`config.mk`:
```
export PLATFORM = sky130hd
export DESIGN_NAME = spike_injector
export DESIGN_NICKNAME = d
export VERILOG_FILES = /design/src/rtl/snn_pkg.sv /design/src/rtl/spike_injector.sv
export SDC_FILE = /design/constraint.sdc
export NUM_CORES = 1
export LEC_CHECK = 0
export CORE_AREA = 4 4 62 64
export DETAILED_ROUTE_END_ITERATION = 10
export DIE_AREA = 0 0 66 68
export PLACE_DENSITY = 0.76
export SLEW_MARGIN = 30
export SYNTH_ARGS = -nofsm -noshare
export SYNTH_HDL_FRONTEND = slang
export SYNTH_SLANG_ARGS = --single-unit
export TNS_END_PERCENT = 100
```
`constraint.sdc`:
```
create_clock -name clk -period 2.1 [get_ports clk]
set_input_delay 0.42 -clock clk [delete_from_list [all_inputs] [get_ports clk]]
set_output_delay 0.42 -clock clk [all_outputs]
set_load 0.03 [all_outputs]
```
`src/rtl/snn_pkg.sv`:
```
// Shared SNN parameters and types used by the spike injector and its bench.
package snn_pkg;

    parameter int T     = 4;
    parameter int N     = 8;
    parameter int ALPHA = 4;

    typedef struct packed {
        logic [$clog2(T)-1:0] block;
        logic [$clog2(N)-1:0] neuron;
    } spike_event_t;

    typedef enum logic [1:0] {
        IDLE,
        INJECT,
        GAP
    } injector_state_t;

endpackage

```
`src/rtl/spike_injector.sv`:
```
// Converts a stream of {block, neuron} spike events into forced spikes on the
// SNN core, holding each one for ALPHA cycles followed by a single gap cycle.
module spike_injector
    import snn_pkg::*;
#(
    parameter int T     = snn_pkg::T,
    parameter int N     = snn_pkg::N,
    parameter int ALPHA = snn_pkg::ALPHA,
    parameter int CNT_W = 16
) (
    input  logic                             clk,
    input  logic                             reset,
    input  logic [$clog2(T)+$clog2(N)-1:0]   s_tdata,
    input  logic                             s_tvalid,
    output logic                             s_tready,
    input  logic                             s_tlast,
    output logic                             time_step,
    output logic                             force_spike_en,
    output logic [$clog2(T)-1:0]             force_spike_block_select,
    output logic [$clog2(N)-1:0]             force_spike_neuron_select,
    output logic                             frame_done,
    output logic [CNT_W-1:0]                 event_count,
    output logic [CNT_W-1:0]                 drop_count
);

    localparam int BW = $clog2(T);
    localparam int NW = $clog2(N);
    localparam int CW = (ALPHA > 1) ? $clog2(ALPHA) : 1;
    localparam logic [31:0] T_LIMIT = 32'(T);
    localparam logic [31:0] N_LIMIT = 32'(N);

    injector_state_t state, state_next;
    logic [CW-1:0]   beat_cnt;
    logic            last_q;
    logic            accept;
    logic [BW-1:0]   blk_in;
    logic [NW-1:0]   nrn_in;
    logic            in_range;

    assign blk_in   = s_tdata[BW+NW-1:NW];
    assign nrn_in   = s_tdata[NW-1:0];
    // Non-power-of-two T or N leaves encodable addresses with no neuron behind them.
    assign in_range = (32'(blk_in) < T_LIMIT) && (32'(nrn_in) < N_LIMIT);

    always_ff @(posedge clk) begin
        if (reset) state <= IDLE;
        else       state <= state_next;
    end

    always_comb begin
        state_next     = state;
        s_tready       = 1'b0;
        accept         = 1'b0;
        force_spike_en = 1'b0;
        time_step      = 1'b0;
        frame_done     = 1'b0;
        case (state)
            IDLE: begin
                s_tready = ~reset;
                accept   = s_tvalid & ~reset;
                if (accept) state_next = in_range ? INJECT : GAP;
            end
            INJECT: begin
                force_spike_en = 1'b1;
                time_step      = 1'b1;
                if (beat_cnt == '0) state_next = GAP;
            end
            GAP: begin
                frame_done = last_q;
                state_next = IDLE;
            end
            default: state_next = IDLE;
        endcase
    end

    // Selects only follow in-range events so the core never sees a bogus address.
    always_ff @(posedge clk) begin
        if (reset) begin
            beat_cnt                  <= '0;
            last_q                    <= 1'b0;
            force_spike_block_select  <= '0;
            force_spike_neuron_select <= '0;
            event_count               <= '0;
            drop_count                <= '0;
        end else if (accept) begin
            last_q <= s_tlast;
            if (in_range) begin
                beat_cnt                  <= CW'(ALPHA - 1);
                force_spike_block_select  <= blk_in;
                force_spike_neuron_select <= nrn_in;
                if (event_count != '1) event_count <= event_count + 1'b1;
            end else begin
                if (drop_count != '1) drop_count <= drop_count + 1'b1;
            end
        end else if (state == INJECT && beat_cnt != '0) begin
            beat_cnt <= beat_cnt - 1'b1;
        end
    end

endmodule
```
==> results of run 1 <==
==> power by group <==
part / internal, mW / leakage, nW / switching, mW
clock network: 0.106 / 0.0210 / 0.150
registers: 0.511 / 0.211 / 0.0114
logic: 0.0670 / 0.511 / 0.119
total: 0.684 / 0.743 / 0.280
==> repair_timing <==
| item | CTS | global route |
|---|---|---|
| gates resized for setup | 2 | 1 |
| setup endpoints to repair | 2 | 1 |
| pin swaps | 0 | 0 |
| cloned | 0 | 0 |
==> sequential cells by signal (all words and copies together), names as in the netlist <==
register	count
event_count	16
force_spike_neuron_select	3
beat_cnt	2
force_spike_block_select	2
state	2
last_q	1
==> critical path, cell delays in order, from the launching register on <==
cell and delay (ns):
dfxtp_1 0.40, buf_4 0.17, clkdlybuf4s50_1 0.67
==> area by class of cell <==
| type | count | area share [%] |
|---|---|---|
| clock buffers | 4 | 2.035 |
| inverters | 5 | 1.053 |
| multi-input cells | 122 | 41.89 |
| flip-flops and latches | 26 | 29.19 |
| well taps | 46 | 3.228 |
| repair buffers | 43 | 22.60 |
==> stage by stage <==
step	std cells	cell area, sq um	setup TNS, ns	util, %	setup WS, ns
after floorplan	177	1453	0	-	0.1963
after global routing	246	1783	0	54.29	0.04119
final	246	1783	0	54.29	0.1098
after detailed placement	242	1747	-0.3754	53.18	-0.1199
after global placement	242	1747	-0.2519	53.18	-0.08997
after CTS	246	1780	0	54.21	0.04295
==> logic make-up after synthesis <==
| family | count (synthesis) | share of synthesized area, % |
|---|---|---|
| other | 1 | 0.2686 |
| xor gates and xnor gates | 8 | 5.018 |
| adders and majority gates | 2 | 1.792 |
| buffers and inverters | 29 | 13.26 |
| and+or+nand+nor | 75 | 31.45 |
| DFF | 26 | 37.28 |
| muxes | 3 | 2.151 |
| AOI/OAI and AO/OA | 18 | 8.782 |
==> worst min path at each step <==
stage	startpoint	end	slack (ns)	cells after the start
finish	force_spike_block_select[1]	force_spike_block_select[1]	0.48	2
floorplan	last_q	last_q	0.45	2
CTS	force_spike_block_select[1]	force_spike_block_select[1]	0.49	2
global placement	force_spike_block_select[0]	force_spike_block_select[0]	0.46	2
detailed placement	force_spike_block_select[1]	force_spike_block_select[1]	0.47	2
global route	force_spike_block_select[1]	force_spike_block_select[1]	0.51	2
==> cell usage in the layout (no fill, tap or decap), types with 5 or more instances in the layout <==
cell / count
inv_1: 5
nand3_1: 12
a21oi_1: 5
clkdlybuf4s50_1: 29
buf_4: 11
xor2_1: 5
nor2_1: 16
dfxtp_1: 26
conb_1: 16
nand2_1: 19
nand3b_1: 6
==> routing by layer <==
metal / up-vias / track usage, %
met4: 0 / 9.645
li1: 598 / -
met5: - / 0
met2: 45 / 22.40
met1: 540 / 16.60
met3: 5 / 3.777
==> impl_metrics.toml, run 1 <==
[run_status]
run_status = "finished clean"

[worst_setup_path]
timing.critical_path.to = "event_count[2]"
worstPathRequired_ns = 1.68
rrSetupSlack_ns = 0.32
critical_path.reg2reg.startpoint = "event_count[3]"
timing.critical_path.to_type = "output port"
cp.arrival_ns = 1.57
critPathLaunchType = "flip-flop"
reg2reg_depth = 6
cp-startpoint = "event_count[2]"
worst-setup-path-type = "flip-flop to output port"
timing.rr.end = "event_count[4]"
critical_path_peak_fanout = 6

[logic_synthesis]
post_synth_inst_count = 162
post_synth_instance_area_sq_um = 1396
ys_warn_count = 0
synth_top_cell_area_share_pct = 37.28
synth.top_cells.by_area = "dfxtp_1, buf_4, nand2_1"
synth.avg_cell_area_sq_um = 8.619
synth_enable_flop_cells = 0
yosysSeqAreaShare_pct = 37.28
synth_top_cells_by_count = "dfxtp_1, nand2_1, buf_4"
yosysUniqueCellTypes = 40
synth-async-reset-ratio_pct = 0
synth_seq_cells = 26
ys_dominant_reg_cell = "dfxtp_1"
yosysTopAreaCell = "dfxtp_1"
most_frequent_cell_after_synthesis = "dfxtp_1"

[global_route]
globalRoute.totalOverflow = 0
global_route.usage.total_pct = 14.09
wire_length_of_the_first_global_routing_pass_mm = 4.892
vias_in_the_first_global_route = 1123
antenna_found_initial = 0
largest_net_degree_at_the_start_of_global_routing = 27

[floorplan]
chipHeight_microns = 68
io_pins = 50
die_area_sq_um = 4488
core-area_sq_um = 3284
fp.dieW_microns = 66
start_util_pct = 42.51
core.rowCount = 21

[drt]
drt-initial-drc-count = 49
post_drt_wl_per_cell_microns = 12.27
detailed_routed_wire_length_on_met2_mm = 1.398
total_wirelength_of_the_detailed_routed_design_mm = 3.018
num_vias = 1188
wl_met1_mm = 1.352
route.top_layer_used = "met4"
antenna_violating_nets_post_route = 0
detail_route.drc_violations = 0
dr_wl_met3_microns = 212
drt_pre_antenna_iters = 4
vias_per_cell = 4.829

[pwr]
report.power.total_uw = 964.6
total_leakage_power_nw = 0.7430
peakVddDrop_mv = 0.2017
p_per_area_nw_per_um2 = 541.0

[final_layout]
antenna-diode-count = 0
nets = 212
final.fill_count = 322
final_layout_size_suffix_gt1_share_pct = 11.00
layout.area.seq_sq_um = 520.5
multi_input_area_sq_um = 747.0
area_growth_syn_to_layout_pct = 27.69

[clocking]
tritoncts.num_buffers = 3
clock-root-buffer = "clkbuf_4"
tritoncts = "built"
clock_path_buffers = 2
cts_num_sinks = 26
ctsHoldBuffers = 0
clkTransAtPathRegs_ns = 0.14
postCtsSetupBuffers = 0
clk_latency_ns = 0.33
h-tree-depth = 1

[placement]
dp_hpwl_mm = 2.154
numPortBuffers = 33
gp_routability_congestion = 0.8240

[timing]
post-route-period-util_pct = 94.77
drv_slew = 0
maxClockFrequency_mhz = 502.5
rsz0062_at_grt = "no"
minimum_clock_period_after_layout_ns = 1.990
finish_stage_setup_viols = 0
timing_hold_violations_final = 0
finalHoldWorstSlack_ns = 0.4805
final.setup_skew_ns = 0.004557

[run]
maxCapViolations = 0

[worst_hold_path]
hold_path_class = "flip-flop to flip-flop"
No activity file was read; power rests on OpenSTA's default activity.
==> inputs of run 2 (changes only) <==
--- a/config.mk
+++ b/config.mk
@@ -5,6 +5,7 @@
 export SDC_FILE = /design/constraint.sdc
 export NUM_CORES = 1
 export LEC_CHECK = 0
+export CAP_MARGIN = 20
 export CORE_AREA = 4 4 62 64
 export DETAILED_ROUTE_END_ITERATION = 10
 export DIE_AREA = 0 0 66 68
==> results of run 2 <==
The final DEF is identical to that of run 1; final timing and power are the same.
